<file path="config.mk">
export PLATFORM = sky130hd
export DESIGN_NAME = pipe_hazard_ctrl
export DESIGN_NICKNAME = d
export VERILOG_FILES = /design/src/rtl/pipe_ctrl_pkg.sv /design/src/rtl/hazard_detect.sv /design/src/rtl/pipe_hazard_ctrl.sv
export SDC_FILE = /design/constraint.sdc
export NUM_CORES = 1
export LEC_CHECK = 0
export CAP_MARGIN = 40
export CORE_MARGIN = 2
export CORE_UTILIZATION = 59
export CTS_BUF_LIST = sky130_fd_sc_hd__clkbuf_8
export CTS_CLUSTER_SIZE = 25
export DETAILED_ROUTE_END_ITERATION = 8
export DONT_BUFFER_PORTS = 1
export PLACE_DENSITY = 0.83
export SYNTH_ARGS = -nofsm -noshare
export SYNTH_HDL_FRONTEND = slang
export SYNTH_HIERARCHICAL = 1
export SYNTH_SLANG_ARGS = --single-unit
</file>
<file path="constraint.sdc">
create_clock -name clk -period 2.2 [get_ports clk]
set_input_delay 0.44 -clock clk [delete_from_list [all_inputs] [get_ports clk]]
set_output_delay 0.44 -clock clk [all_outputs]
set_load 0.01 [all_outputs]
</file>
<file path="src/rtl/pipe_ctrl_pkg.sv">
// Shared types and source/destination compare helpers for the pipeline sequencing controller.
package pipe_ctrl_pkg;

    typedef enum logic {
        RUN      = 1'b0,
        MEM_WAIT = 1'b1
    } state_t;

    typedef logic [1:0] fwd_sel_t;
    typedef logic [3:0] reg_idx_t;

    localparam fwd_sel_t FWD_RF  = 2'd0;
    localparam fwd_sel_t FWD_MEM = 2'd1;
    localparam fwd_sel_t FWD_WB  = 2'd2;

    // R15 is compared like any other register; the PC write path is not special-cased here.
    function automatic logic src_hit(
        input logic     use_src,
        input reg_idx_t src,
        input logic     wb_en,
        input reg_idx_t dest
    );
        return use_src & wb_en & (src == dest);
    endfunction

    function automatic fwd_sel_t fwd_pick(
        input reg_idx_t src,
        input logic     mem_wb_en,
        input reg_idx_t mem_dest,
        input logic     wb_wb_en,
        input reg_idx_t wb_dest
    );
        if (mem_wb_en && (mem_dest == src)) begin
            return FWD_MEM;
        end
        if (wb_wb_en && (wb_dest == src)) begin
            return FWD_WB;
        end
        return FWD_RF;
    endfunction

endpackage

</file>
<file path="src/rtl/hazard_detect.sv">
// Combinational RAW hazard detect on ID sources; with PIPE_CTRL_FWD_EN only load-use stalls
// and EX operand forward selects are produced.
module hazard_detect
    import pipe_ctrl_pkg::*;
(
`ifdef PIPE_CTRL_FWD_EN
    input  logic [3:0] ex_src1,
    input  logic [3:0] ex_src2,
    input  logic [3:0] wb_dest,
    input  logic       wb_wb_en,
    output logic [1:0] fwd_sel1,
    output logic [1:0] fwd_sel2,
`endif
    input  logic [3:0] id_src1,
    input  logic [3:0] id_src2,
    input  logic       id_use1,
    input  logic       id_use2,
    input  logic [3:0] exe_dest,
    input  logic       exe_wb_en,
    input  logic       exe_mem_r_en,
    input  logic [3:0] mem_dest,
    input  logic       mem_wb_en,
    output logic       hazard
);

    logic ex_hit;

    assign ex_hit = src_hit(id_use1, id_src1, exe_wb_en, exe_dest)
                  | src_hit(id_use2, id_src2, exe_wb_en, exe_dest);

`ifdef PIPE_CTRL_FWD_EN
    // Only a load in EX cannot be bypassed: its data exists after MEM.
    assign hazard   = exe_mem_r_en & ex_hit;
    assign fwd_sel1 = fwd_pick(ex_src1, mem_wb_en, mem_dest, wb_wb_en, wb_dest);
    assign fwd_sel2 = fwd_pick(ex_src2, mem_wb_en, mem_dest, wb_wb_en, wb_dest);
`else
    logic mem_hit;
    logic unused_exe_mem_r_en;

    assign mem_hit = src_hit(id_use1, id_src1, mem_wb_en, mem_dest)
                   | src_hit(id_use2, id_src2, mem_wb_en, mem_dest);
    assign hazard  = ex_hit | mem_hit;
    assign unused_exe_mem_r_en = exe_mem_r_en;
`endif

endmodule

</file>
<file path="src/rtl/pipe_hazard_ctrl.sv">
// Pipeline freeze/flush sequencer: memory wait FSM with timeout, branch flush, RAW stall, stall counter.
// Outputs are combinational from the current cycle; PIPE_CTRL_FWD_EN enables forwarding mode.
module pipe_hazard_ctrl
    import pipe_ctrl_pkg::*;
#(
    parameter int MEM_TIMEOUT = 64,
    parameter int CNT_W       = 32
) (
    input  logic             clk,
    input  logic             reset,
    input  logic [3:0]       id_src1,
    input  logic [3:0]       id_src2,
    input  logic             id_use1,
    input  logic             id_use2,
    input  logic [3:0]       exe_dest,
    input  logic             exe_wb_en,
    input  logic             exe_mem_r_en,
    input  logic [3:0]       mem_dest,
    input  logic             mem_wb_en,
    input  logic             mem_acc,
    input  logic             mem_ready,
    input  logic             branch_taken,
`ifdef PIPE_CTRL_FWD_EN
    input  logic [3:0]       ex_src1,
    input  logic [3:0]       ex_src2,
    input  logic [3:0]       wb_dest,
    input  logic             wb_wb_en,
    output logic [1:0]       fwd_sel1,
    output logic [1:0]       fwd_sel2,
`endif
    output logic             freeze_pc,
    output logic             freeze_ifid,
    output logic             flush_ifid,
    output logic             flush_idex,
    output logic             freeze_back,
    output logic             mem_req,
    output logic             mem_err,
    output logic [CNT_W-1:0] stall_cycles
);

    localparam int WC_W = $clog2(MEM_TIMEOUT + 1);

    state_t           state_q, state_d;
    logic [WC_W-1:0]  wait_cnt_q, wait_cnt_d;
    logic             mem_err_q, mem_err_d;
    logic [CNT_W-1:0] stall_q, stall_d;

    logic hazard;
    logic timeout_hit;
    logic mem_stall;

    hazard_detect u_hazard_detect (
`ifdef PIPE_CTRL_FWD_EN
        .ex_src1      (ex_src1),
        .ex_src2      (ex_src2),
        .wb_dest      (wb_dest),
        .wb_wb_en     (wb_wb_en),
        .fwd_sel1     (fwd_sel1),
        .fwd_sel2     (fwd_sel2),
`endif
        .id_src1      (id_src1),
        .id_src2      (id_src2),
        .id_use1      (id_use1),
        .id_use2      (id_use2),
        .exe_dest     (exe_dest),
        .exe_wb_en    (exe_wb_en),
        .exe_mem_r_en (exe_mem_r_en),
        .mem_dest     (mem_dest),
        .mem_wb_en    (mem_wb_en),
        .hazard       (hazard)
    );

    // A ready response on the limit cycle still wins over the timeout.
    assign timeout_hit = (state_q == MEM_WAIT) & mem_acc & ~mem_ready
                       & (wait_cnt_q == WC_W'(MEM_TIMEOUT));
    assign mem_stall   = mem_acc & ~mem_ready & ~timeout_hit;
    assign mem_req     = ~reset & mem_acc & ~timeout_hit;

    always_comb begin
        freeze_pc   = 1'b0;
        freeze_ifid = 1'b0;
        flush_ifid  = 1'b0;
        flush_idex  = 1'b0;
        freeze_back = 1'b0;
        if (!reset) begin
            if (mem_stall) begin
                freeze_pc   = 1'b1;
                freeze_ifid = 1'b1;
                freeze_back = 1'b1;
            end else if (branch_taken) begin
                flush_ifid  = 1'b1;
                flush_idex  = 1'b1;
            end else if (hazard) begin
                freeze_pc   = 1'b1;
                freeze_ifid = 1'b1;
                flush_idex  = 1'b1;
            end
        end
    end

    // Leaving MEM_WAIT covers ready, timeout and a dropped access request alike.
    always_comb begin
        state_d    = state_q;
        wait_cnt_d = wait_cnt_q;
        mem_err_d  = mem_err_q | timeout_hit;
        if (state_q == RUN) begin
            if (mem_stall) begin
                state_d    = MEM_WAIT;
                wait_cnt_d = WC_W'(1);
            end
        end else begin
            if (mem_stall) begin
                wait_cnt_d = wait_cnt_q + WC_W'(1);
            end else begin
                state_d    = RUN;
                wait_cnt_d = '0;
            end
        end
    end

    assign stall_d = (freeze_pc && (stall_q != '1)) ? stall_q + CNT_W'(1) : stall_q;

    always_ff @(posedge clk) begin
        if (reset) begin
            state_q    <= RUN;
            wait_cnt_q <= '0;
            mem_err_q  <= 1'b0;
            stall_q    <= '0;
        end else begin
            state_q    <= state_d;
            wait_cnt_q <= wait_cnt_d;
            mem_err_q  <= mem_err_d;
            stall_q    <= stall_d;
        end
    end

    assign mem_err      = mem_err_q;
    assign stall_cycles = stall_q;

endmodule

</file>
# ---- After elaboration in Yosys (flattened, before gate mapping)
# Index checks and enable logic that the tools add are counted.
dict set report op_classes {
  addsub 2
  mul 0
  div_mod_pow 0
  magnitude_cmp 0
  eq_ne 6
  shift 0
  n_mux 15
  bitwise 22
  n_reduce_logical 2
}
# op n
set ops {}
lappend ops {{$add 32x1->32 const B} 1}
lappend ops {{$ne 32x32->1 const B} 1}
lappend ops {{$mux 7} 3}
lappend ops {{$eq 4x4->1} 4}
lappend ops {{$and 1x1->1} 15}
lappend ops {{$mux 1} 12}
lappend ops {{$add 7x1->7 const B} 1}
lappend ops {{$eq 7x7->1 const B} 1}
lappend ops {{$or 1x1->1} 4}
lappend ops {{$not 1->1} 3}
lappend ops {{$reduce_bool 2->1} 1}
lappend ops {{$logic_and 1x1->1} 1}
dict set report totals {
  register_bits 41
  latch_bits 0
  ram_bits 0
  rom_bits 0
  in_bits 26
  out_inout_bits 39
  n_memories 0
}

# ---- Longest topological paths before layout
# Gate-level depths: netlist (run 1).
dict set report depth {
  ltp_word 9
  ltp_mapped 10
  mapped_depth_nobuf 9
}

# ---- Modules after synthesis
# Netlist (run 1), hierarchy kept.
# module n_inst cells_per_inst area_each_um2
set modules_own_cells {}
lappend modules_own_cells {pipe_hazard_ctrl 1 273 2263.4}
lappend modules_own_cells {hazard_detect 1 25 191.4}

# ---- Worst setup path after synthesis (run 1)
# No wires, ideal clock.
dict set report synth_timing {
  kind {input port to flip-flop}
  startpoint {input exe_dest[3]}
  endpoint {register stall_q[8], in the netlist stall_cycles[8]}
  arrival_time_ns 2.305
  path_slack_ns -0.226
  path_stages 9
  cell_sequence {xor2_1 -> nor3_1 -> nand4_1 -> nand4_1 -> nor3b_1 -> nor2_2 -> buf_6 -> nor4_1 -> mux2_2}
}
dict set report synth_via {
  elab_chain_len 9
  word_cells_on_any_way 11
}
# item line
set synth_lines {}
lappend synth_lines {{from (decl)} pipe_hazard_ctrl.sv:15} ;# input logic [3:0] exe_dest,
lappend synth_lines {{$eq 4x4->1} pipe_ctrl_pkg.sv:23} ;# return use_src & wb_en & (src == dest);
lappend synth_lines {{$and 1x1->1} pipe_ctrl_pkg.sv:23}
lappend synth_lines {{$or 1x1->1 (*)} hazard_detect.sv:29} ;# | src_hit(id_use2, id_src2, exe_wb_en, exe_dest);
lappend synth_lines {{$or 1x1->1 (*)} hazard_detect.sv:42} ;# assign hazard = ex_hit | mem_hit;
lappend synth_lines {{named net hazard} pipe_hazard_ctrl.sv:48} ;# logic hazard;
lappend synth_lines {{$mux 1 (*)} pipe_hazard_ctrl.sv:93} ;# end else if (hazard) begin
lappend synth_lines {{$mux 1 (*)} pipe_hazard_ctrl.sv:90} ;# end else if (branch_taken) begin
lappend synth_lines {{$mux 1 (*)} pipe_hazard_ctrl.sv:86} ;# if (mem_stall) begin
lappend synth_lines {{$mux 1 (*)} pipe_hazard_ctrl.sv:85} ;# if (!reset) begin
lappend synth_lines {{$logic_and 1x1->1 (*)} pipe_hazard_ctrl.sv:121} ;# assign stall_d = (freeze_pc && (stall_q != '1)) ? stall_q + CNT_W'(1) : stall_q;
lappend synth_lines {{to (signal assigned)} pipe_hazard_ctrl.sv:133} ;# stall_q <= stall_d;
lappend synth_lines {{to (decl)} pipe_hazard_ctrl.sv:46} ;# logic [CNT_W-1:0] stall_q, stall_d;
# Mark *: on every way through the listed nets, which the timed path passes. The rest lies on a longest branch.
# A chain may end at the register's enable or synchronous reset.

# ---- Worst setup path after layout (run 1)
dict set report layout_timing {
  startpoint {register wait_cnt_q[0]}
  endpoint {register stall_q[20], in the netlist stall_cycles[20]}
}
dict set report layout_via {
  elab_chain_len 7
}
# item line
set layout_lines {}
lappend layout_lines {{from (decl)} pipe_hazard_ctrl.sv:44} ;# logic [WC_W-1:0] wait_cnt_q, wait_cnt_d;
lappend layout_lines {{from (signal assigned)} pipe_hazard_ctrl.sv:131} ;# wait_cnt_q <= wait_cnt_d;
lappend layout_lines {{$eq 7x7->1} pipe_hazard_ctrl.sv:75} ;# & (wait_cnt_q == WC_W'(MEM_TIMEOUT));
lappend layout_lines {{$and 1x1->1} pipe_hazard_ctrl.sv:75}
lappend layout_lines {{$not 1->1} pipe_hazard_ctrl.sv:76} ;# assign mem_stall = mem_acc & ~mem_ready & ~timeout_hit;
lappend layout_lines {{$and 1x1->1} pipe_hazard_ctrl.sv:76}
lappend layout_lines {{$mux 1} pipe_hazard_ctrl.sv:86}
lappend layout_lines {{$mux 1} pipe_hazard_ctrl.sv:85}
lappend layout_lines {{$logic_and 1x1->1} pipe_hazard_ctrl.sv:121}
# No other way between the ends.

==> results.yml, run 1 <==
run_status:
  outcome: "finished, violations left"
  violated_checks: "setup timing"
cts:
  cts_root_buffer: "clkbuf_8"
  clkSlewWorstSetupHoldPaths_ps: 80
  holdBufCountCts: 0
  tritoncts: "yes"
  clock_sink_total: 41
  clock_path_buffers: 2
  htree_num_levels: 2
  cts_buffers: 5
  clk-insertion-delay-late_ps: 300
logic_synthesis:
  yosys.cell_count.top_type: "dfxtp_1"
  syn-mean-instance-area_um2: 8.238
  synth_flop_cell: "dfxtp_1"
  xor_and_xnor_area_share_after_synthesis: 0.05708
  synth_largest_area_cell: "dfxtp_1"
  synthesis.instances: 298
  synth.cell_area_mm2: 0.002455
  yosysWarnings: 6
  synth.lib_cells_used.distinct: 45
  synth.ff_latch_count: 41
  yosys-top-cells-area: "dfxtp_1, or4_1, a21oi_1"
  main_combinational_cell_family_by_area_after_synthesis: "simple AND/OR/NAND/NOR gates"
  fraction_of_the_mapped_netlist_area_in_compound_gates: 0.2023
  synth-async-reset-ratio: 0
  synth_adder_area_share: 0.01529
  synth_edf_count: 0
  synth_nets: 327
  yosys-top-cells-count: "dfxtp_1, a21oi_1, nor2_1, or4_1, o31ai_1"
  synthSimpleGateAreaFrac: 0.3175
  synth_seq_area_share: 0.3344
  proportion_of_synthesized_area_in_mux_cells: 0.02294
  synthDominantCellAreaShare: 0.3344
timing:
  layout_worst_path_cycle_share: 1.068
  hold_violations: 0
  max_freq_mhz: 425.6
  max_slew.worst_pin.slew_ps: 620.1
  maxSlewHeadroom: 0.5834
  fin_skew_ps: 7.183
  postLayoutSetupSlackWorst_ps: -149.6
  report.final.setup_viol: 23
  timing.final.max_slew_violations: 0
  finalCriticalPeriod_ps: 2350
  fin_worst_hold_slack_ps: 191.6
  unrepaired_setup_endpoints_after_global_routing: "yes"
  finalSetupTns_ps: -1501
global_routing:
  globalRouteMet2Util: 0.5228
  first_global_vias: 2441
  globalRouteOverflowTotal: 0
  globalRoute.busiestLayer: "met2"
  grt_start_max_net_pins: 49
  grt_pass1_wl_um: 11120
  groute.layer.met3.usage: 0.06494
  gr-usage-met1: 0.3839
  groute.usage.overall: 0.3110
  grt_antenna_before_repair: 0
routing:
  drtPass1Iterations: 7
  drt_drc_violations_left: 0
  vias: 2929
  count_of_routing_violations_after_the_opening_detailed_route_iteration: 337
  postRouteAntennaNets: 0
  wire_length_per_cell_after_detailed_routing_um: 21.20
  via_per_instance_ratio: 7.161
  detail_route.wirelength_um: 8670
min_path:
  hp-start: "reset"
  min_delay_path_depth: 1
  worst_hold_path_type: "in -> reg"
floorplanning:
  die_width_um: 68.51
  core_region_area_mm2: 0.004000
  placementRows: 23
  i_o_pin_cnt: 65
  die_h_um: 68.51
  floorplan.initialDensity: 0.6137
  design.die.area_mm2: 0.004693
finish:
  num_antenna_cells: 0
  nNetsFinal: 387
  filler_cell_count: 203
  area_growth_syn_to_layout_pct: 37.05
  layout.core_utilization: 0.8411
  final_layout_size_suffix_gt1_frac: 0.3900
  final_design_area_no_fill_mm2: 0.003364
placement:
  finalWeightedCongestion: 0.8934
  buffer_ports.inserted: 0
  preCtsSetupSlack_ps: -376.0
  dpl-instance-area_mm2: 0.002796
  detailed_place_hpwl_um: 4464
worst_setup_path:
  cell_breakdown_of_the_critical_path: "inv_2 > ha_4 > and3b_4 > a2111oi_4 > buf_4 > o2111ai_4 > or4_1 > a21oi_1"
  beginning_of_the_worst_register_to_register_path: "wait_cnt_q[0]$_SDFFE_PP0P_"
  worstSetupPathType: "reg -> reg"
  critical_path.max_fanout: 5
  critical_path_required_ps: 2410
  kind_of_end_point_of_the_critical_path: "register"
  worst-path-stages: 8
  critical-path-top-delay-family: "simple AND/OR/NAND/NOR gates"
  cp_slowest_stage_delay_ps: 570
  data_arrival_time_of_the_critical_path_ps: 2560
  r2r.worst_path.cells: 8
  cp_slowest_cell: "or4_1"
  path_buf_inv: 2
  setup.worst_path.start: "wait_cnt_q[0]$_SDFFE_PP0P_"
  worstSetupStartpointType: "register"
power:
  p_per_area_mw_per_mm2: 408.1
  max-vdd-ir-drop_uv: 376.7
  leakage_nw: 1.133
job:
  maxCapViolCount: 0
report_power, final:
group          switching (W)  internal (W)  leakage, nW
combinational      0.0000643     0.0000633        0.754
sequential        0.00000332      0.000745        0.334
clock               0.000278      0.000219       0.0439
total               0.000345       0.00103         1.13
timing repair:
action | 4_1_cts | 5_1_grt
cloned | 2 | 1
buffers inserted | 11 | 7
pin swaps | 19 | 25
resized for setup | 21 | 50
setup endpoints to repair | 31 | 37
kinds of logic after synthesis:
kind of cell             count (synthesis)
AO/OA/AOI/OAI                           75
XOR/XNOR                                16
adder cells (fa/ha/maj)                  3
buffers and inverters                   26
flip-flops                              41
multiplexers                             5
AND/OR/NAND/NOR                        132
final timing paths:
| check | slack, ps | endpoint |
|---|---|---|
| setup reg to reg | -150 | stall_cycles[20]$_SDFFE_PP0P_ |
| hold reg to reg | 490 | wait_cnt_q[6]$_SDFFE_PP0P_ |
| hold / removal | 190 | stall_cycles[7]$_SDFFE_PP0P_ |
| setup / recovery | -150 | stall_cycles[20]$_SDFFE_PP0P_ |
sequential cells by signal, summed over array words and instances, names as in the netlist:
register and flops:
state_q 1, mem_err 1, stall_cycles 32, wait_cnt_q 7
through the flow:
stage | instances | power, W
after detailed placement | 380 | 0.0008504
after CTS | 401 | 0.001352
final | 409 | 0.001373
after global placement | 380 | 0.0008471
after global routing | 409 | 0.001417
after floorplan | 298 | 0.0008383
final cells by class:
class,instances,area [um2],share of cell area
tap,50,62.56,0.01859
sequential,41,830.8,0.2469
clock inverter,3,17.52,0.005206
multi-input combinational,234,1822,0.5415
inverter,12,45.04,0.01339
clock buffer,5,68.82,0.02045
timing repair buffer,64,518.0,0.1540
layout by cell type, fill, tap and decap left out, drive strengths merged, types with 6 or more instances in the layout:
cell,count
buf,64
dfxtp,41
a21oi,30
nor2,23
or4,21
o31ai,18
nand4,16
nand2,14
nand3,13
xor2,12
o21ai,12
inv,12
nor3,11
or3,8
nor2b,6
routing by layer:
layer,part of all wire,up-vias
li1,-,1263
met1,0.37,1395
met2,0.50,203
met3,0.082,68
met4,0.048,0
met5,0,-
worst reg2reg max path: stages, from the launching register on:
cell and delay, ps:
dfxtp_2 340, inv_2 50, ha_4 150, and3b_4 180, a2111oi_4 370, buf_4 220
o2111ai_4 170, or4_1 570, a21oi_1 200
Note: power is estimated with default switching activity, not from simulation.
==> run 2: changes to the inputs <==
--- a/config.mk
+++ b/config.mk
@@ -5,14 +5,15 @@
 export SDC_FILE = /design/constraint.sdc
 export NUM_CORES = 1
 export LEC_CHECK = 0
+export ABC_CLOCK_PERIOD_IN_PS = 2240
 export CAP_MARGIN = 40
 export CORE_MARGIN = 2
-export CORE_UTILIZATION = 59
+export CORE_UTILIZATION = 66
 export CTS_BUF_LIST = sky130_fd_sc_hd__clkbuf_8
 export CTS_CLUSTER_SIZE = 25
 export DETAILED_ROUTE_END_ITERATION = 8
 export DONT_BUFFER_PORTS = 1
-export PLACE_DENSITY = 0.83
+export PLACE_DENSITY = 0.89
 export SYNTH_ARGS = -nofsm -noshare
 export SYNTH_HDL_FRONTEND = slang
 export SYNTH_HIERARCHICAL = 1
==> constraint.sdc (replaced) <==
create_clock -name clk -period 2.24 [get_ports clk]
set_input_delay 0.448 -clock clk [delete_from_list [all_inputs] [get_ports clk]]
set_output_delay 0.448 -clock clk [all_outputs]
set_load 0.01 [all_outputs]
==> results.yml, run 2 (synthesis results as in run 1) <==
run_status:
  outcome: "finished, violations left"
  violated_checks: "DRC, setup timing"
floorplanning:
  i_o_pin_cnt: 65
  placementRows: 22
  die_h_um: 64.99
  design.die.area_mm2: 0.004223
  die_width_um: 64.99
  floorplan.initialDensity: 0.6808
  core_region_area_mm2: 0.003606
routing:
  met2RoutedLength_um: 3675
  wire_length_per_cell_after_detailed_routing_um: 20.21
  route.top_layer_used: "met4"
  postRouteAntennaNets: 0
  drt_drc_violations_left: 3
  met3_wire_length_um: 724
  vias: 2810
  drtPass1Iterations: 9
  count_of_routing_violations_after_the_opening_detailed_route_iteration: 384
  detail_route.wirelength_um: 7922
  via_per_instance_ratio: 7.168
  wirelength_met1_um: 3070
timing:
  fin_skew_ps: 9.290
  max_freq_mhz: 432.2
  finalSetupTns_ps: -247.8
  report.final.setup_viol: 6
  fin_worst_hold_slack_ps: 202.5
  max_slew.worst_pin.slew_ps: 539.9
  hold_violations: 0
  maxSlewHeadroom: 0.6373
  timing.final.max_slew_violations: 0
  layout_worst_path_cycle_share: 1.033
  postLayoutSetupSlackWorst_ps: -73.50
  finalCriticalPeriod_ps: 2313
  unrepaired_setup_endpoints_after_global_routing: "yes"
cts:
  clkSlewWorstSetupHoldPaths_ps: 80
  tritoncts: "yes"
  clk-insertion-delay-late_ps: 300
  cts_root_buffer: "clkbuf_8"
  clock_path_buffers: 2
  clock_sink_total: 41
  cts_buffers: 5
  htree_num_levels: 2
min_path:
  worst_hold_path_type: "in -> reg"
  min_to: "stall_cycles[3]$_SDFFE_PP0P_"
  min_delay_path_depth: 1
  hp-start: "reset"
finish:
  area_growth_syn_to_layout_pct: 24.77
  multi_input_comb_area_mm2: 0.001629
  mostFrequentLayoutCells: "buf_4, dfxtp_1, a21oi_1"
  final_layout_size_suffix_gt1_frac: 0.2733
  largest_register_ffs: 32
  mostFrequentLayoutCell: "buf_4"
  layout.core_utilization: 0.8494
  fin_cells: 392
  seq_area_um2: 829.5
  filler_cell_count: 191
  nNetsFinal: 372
  num_antenna_cells: 0
job:
  maxCapViolCount: 0
placement:
  preCtsSetupSlack_ps: -302.2
  detailed_place_hpwl_um: 4472
  finalWeightedCongestion: 0.9057
  buffer_ports.inserted: 0
  dp_cells: 373
worst_setup_path:
  data_arrival_time_of_the_critical_path_ps: 2540
  worstSetupStartpointType: "register"
  cp_slowest_cell: "or4_1"
  r2r.worst_path.cells: 8
  worstSetupPathType: "reg -> reg"
  critical_path_required_ps: 2460
  worst-r2r-setup-slack_ps: -70
  critical_path.reg2reg.endpoint: "stall_cycles[20]$_SDFFE_PP0P_"
  cell_breakdown_of_the_critical_path: "inv_2 > ha_4 > and3b_4 > a2111oi_4 > buf_4 > o2111ai_4 > or4_1 > a21oi_1"
  beginning_of_the_worst_register_to_register_path: "wait_cnt_q[1]$_SDFFE_PP0P_"
  kind_of_end_point_of_the_critical_path: "register"
  critical-path-top-delay-family: "simple AND/OR/NAND/NOR gates"
  cp_slowest_stage_delay_ps: 620
  critical_path.max_fanout: 6
  path_buf_inv: 2
global_routing:
  grt_start_max_net_pins: 49
  globalRouteOverflowTotal: 0
  first_global_vias: 2439
  groute.usage.overall: 0.3260
  grt_antenna_before_repair: 0
  grt_pass1_wl_um: 10880
power:
  p_per_area_mw_per_mm2: 449.2
  max-vdd-ir-drop_uv: 342.6
  leakage_nw: 1.035
## run 2: changes by cell type in the layout (fill, tap and decap cells not counted), sizes merged
cell | previous run | this run
clkbuf | 5 | 7
nor2 | 23 | 22
clkinvlp | 1 | 0
buf | 64 | 51
clkinv | 2 | 1
o211ai | 2 | 1
## run 2: layout make-up
| type | count | share of cell area |
|---|---|---|
| Multi-Input combinational cell | 232 | 0.5319 |
| Inverter | 12 | 0.01471 |
| Clock inverter | 1 | 0.001634 |
| Sequential cell | 41 | 0.2708 |
| Timing Repair Buffer | 51 | 0.1299 |
| Tap cell | 48 | 0.01961 |
| Clock buffer | 7 | 0.03145 |
## run 2: routing by layer
metal  vias up  global-route usage
li1       1239                   -
met1      1332              0.3757
met2       177              0.5747
met3        62             0.07465
met4         0              0.1383
met5         -                   0
## run 2: stage by stage
stage,power (W),area [um2]
2_1_floorplan,0.0008227,2466
3_5_place_dp,0.0008336,2755
5_1_grt,0.001413,3063
3_3_place_gp,0.0008304,2755
6_report,0.001376,3063
4_1_cts,0.001366,2932
## run 2: worst max path at each step
stage | from | end | slack [ps] | depth (start not counted)
2_1_floorplan | wait_cnt_q[0]$_SDFFE_PP0P_ | stall_cycles[2]$_SDFFE_PP0P_ | 10 | 9
5_1_grt | id_src1[0] | stall_cycles[20]$_SDFFE_PP0P_ | -120 | 9
4_1_cts | wait_cnt_q[0]$_SDFFE_PP0P_ | freeze_pc | -30 | 8
6_report | wait_cnt_q[1]$_SDFFE_PP0P_ | stall_cycles[20]$_SDFFE_PP0P_ | -70 | 8
3_3_place_gp | exe_dest[3] | freeze_pc | -240 | 9
3_5_place_dp | exe_dest[3] | freeze_pc | -300 | 9
## run 2: worst register-to-register path: stages (launching register included)
cell	delay (ps)
dfxtp_2	350
inv_2	50
ha_4	150
and3b_4	190
a2111oi_4	310
buf_4	200
o2111ai_4	150
or4_1	620
a21oi_1	220
## run 2: timing repair
item | 4_1_cts | 5_1_grt
cloned | 0 | 1
resized for setup | 12 | 18
hold buffers | 0 | 0
buffers inserted | 3 | 7
pin swaps | 3 | 14
setup endpoints to repair | 21 | 33
## run 2: where the power goes
part           switching [W]  internal, W
clock network       0.000258     0.000279
logic              0.0000532    0.0000508
registers         0.00000285     0.000732
==> run 3: changes to the inputs <==
--- a/config.mk
+++ b/config.mk
@@ -14,6 +14,7 @@
 export DETAILED_ROUTE_END_ITERATION = 8
 export DONT_BUFFER_PORTS = 1
 export PLACE_DENSITY = 0.89
+export SETUP_SLACK_MARGIN = 0.02
 export SYNTH_ARGS = -nofsm -noshare
 export SYNTH_HDL_FRONTEND = slang
 export SYNTH_HIERARCHICAL = 1
==> results.yml, run 3 (synthesis results as in run 1) <==
global_routing:
  globalRoute.busiestLayer: "met2"
  groute.usage.overall: 0.3366
  globalRouteMet2Util: 0.5760
  gr-usage-met1: 0.4096
  grt_start_max_net_pins: 49
  grt_pass1_wl_um: 11240
  first_global_vias: 2412
  grt_antenna_before_repair: 0
  globalRouteOverflowTotal: 0
  groute.layer.met3.usage: 0.08507
routing:
  postRouteAntennaNets: 0
  wire_length_per_cell_after_detailed_routing_um: 23.84
  drtPass1Iterations: 5
  via_per_instance_ratio: 7.611
  detail_route.wirelength_um: 9488
  drt_drc_violations_left: 0
  count_of_routing_violations_after_the_opening_detailed_route_iteration: 481
  vias: 3029
cts:
  cts_root_buffer: "clkbuf_8"
  cts_buffers: 5
  holdBufCountCts: 0
  clock_sink_total: 41
  htree_num_levels: 2
  clkSlewWorstSetupHoldPaths_ps: 90
  tritoncts: "yes"
  clock_path_buffers: 2
  clk-insertion-delay-late_ps: 310
job:
  maxCapViolCount: 0
power:
  switching_share: 0.2614
  power.net_switching_w: 0.0003548
  p_per_area_mw_per_mm2: 431.7
  cellInternalPower_w: 0.001002
  p_comb_frac: 0.086
  max-vdd-ir-drop_uv: 347.1
  total_power_w: 0.001357
  leakage_nw: 1.062
  pwr-share-clk: 0.372
  seq_power_share: 0.542
timing:
  report.final.setup_viol: 30
  postLayoutSetupSlackWorst_ps: -253.8
  max_freq_mhz: 401.0
  layout_worst_path_cycle_share: 1.113
  timing.final.max_slew_violations: 0
  unrepaired_setup_endpoints_after_global_routing: "yes"
  finalCriticalPeriod_ps: 2494
  hold_violations: 0
  fin_skew_ps: 12.47
  max_slew.worst_pin.slew_ps: 716.9
  maxSlewHeadroom: 0.5184
placement:
  detailed_place_hpwl_um: 4417
  finalWeightedCongestion: 0.8656
  preCtsSetupSlack_ps: -381.4
  buffer_ports.inserted: 0
  dp_cells: 372
worst_setup_path:
  worstSetupPathType: "in -> reg"
  critical_path.max_fanout: 16
  worstSetupStartpointType: "input port"
  data_arrival_time_of_the_critical_path_ps: 2710
  worst-r2r-setup-slack_ps: -110
  critical_path_required_ps: 2460
  cp_slowest_stage_delay_ps: 560
  kind_of_end_point_of_the_critical_path: "register"
  cell_breakdown_of_the_critical_path: "xor2_1 > nor3_2 > nand4_1 > nand4_1 > nor3b_4 > buf_4 > o211ai_4 > or4_1 > a21oi_1"
  crit_path_frequent_cell: "nand4_1"
  cp_slowest_cell: "or4_1"
run_status:
  outcome: "finished, violations left"
  violated_checks: "setup timing"
floorplanning:
  floorplan.initialDensity: 0.6808
  die_h_um: 64.99
  i_o_pin_cnt: 65
  placementRows: 22
  design.die.area_mm2: 0.004223
  die_width_um: 64.99
  core_region_area_mm2: 0.003606
finish:
  nNetsFinal: 378
  mostFrequentLayoutCells: "buf_4, dfxtp_1, a21oi_1"
  fin_cells: 398
  area_growth_syn_to_layout_pct: 28.08
  final_layout_size_suffix_gt1_frac: 0.3057
  mostFrequentLayoutCell: "buf_4"
  num_antenna_cells: 0
  largest_register_ffs: 32
min_path:
  worst_hold_path_type: "in -> reg"
[run 3: power by group through the flow]
stage               clock (W)  combinational (W)  sequential [W]
detailed placement          0          0.0000829        0.000751
global route         0.000527           0.000124        0.000736
finish               0.000505           0.000117        0.000736
CTS                  0.000490          0.0000955        0.000735
global placement            0          0.0000798        0.000751
floorplan                   0          0.0000703        0.000752
[run 3: worst paths after layout]
check,from,to,cells past startpoint
worst max-delay path,id_src1[0],stall_cycles[21]$_SDFFE_PP0P_,9
worst min-delay path,reset,stall_cycles[5]$_SDFFE_PP0P_,1
worst max register to register,wait_cnt_q[1]$_SDFFE_PP0P_,stall_cycles[21]$_SDFFE_PP0P_,8
worst min register to register,stall_cycles[19]$_SDFFE_PP0P_,stall_cycles[19]$_SDFFE_PP0P_,2
[run 3: cell type report]
cell class / instances / area (um2)
timing repair buffer: 57 / 459.2
tap: 48 / 60.06
multi-input combinational: 232 / 1668
inverter: 12 / 45.04
clock inverter: 3 / 17.52
clock buffer: 5 / 68.82
fill: 177 / 461.7
sequential: 41 / 825.8
[run 3: worst max-delay path: cells and delay by family]
family | cells | cell delay [ps]
AO/OA/AOI/OAI | 2 | 410
AND/OR/NAND/NOR | 5 | 1520
buffers and inverters | 1 | 190
XOR/XNOR | 1 | 140
[run 3: per-layer routing]
layer / vias up / part of all wire
met2: 266 / 0.47
met4: 0 / 0.068
met3: 75 / 0.11
met5: - / 0
li1: 1246 / -
met1: 1442 / 0.35
[run 3: metrics by stage]
stage	TNS, ps	hold WS [ps]	util	instance area (um2)
finish	-3181	189.2	0.8720	3144
detailed placement	-5993	466.6	0.7620	2748
CTS	-46.90	202.5	0.8192	2954
floorplan	0	452.6	-	2466
global route	-4140	184.2	0.8720	3144
global placement	-4162	462.2	0.7620	2748
[run 3: what timing repair did]
action | 4_1_cts | 5_1_grt
setup buffers | 5 | 12
endpoints found under the setup margin | 30 | 31
pin swaps | 6 | 17
resized for setup | 18 | 20
gates cloned | 0 | 1
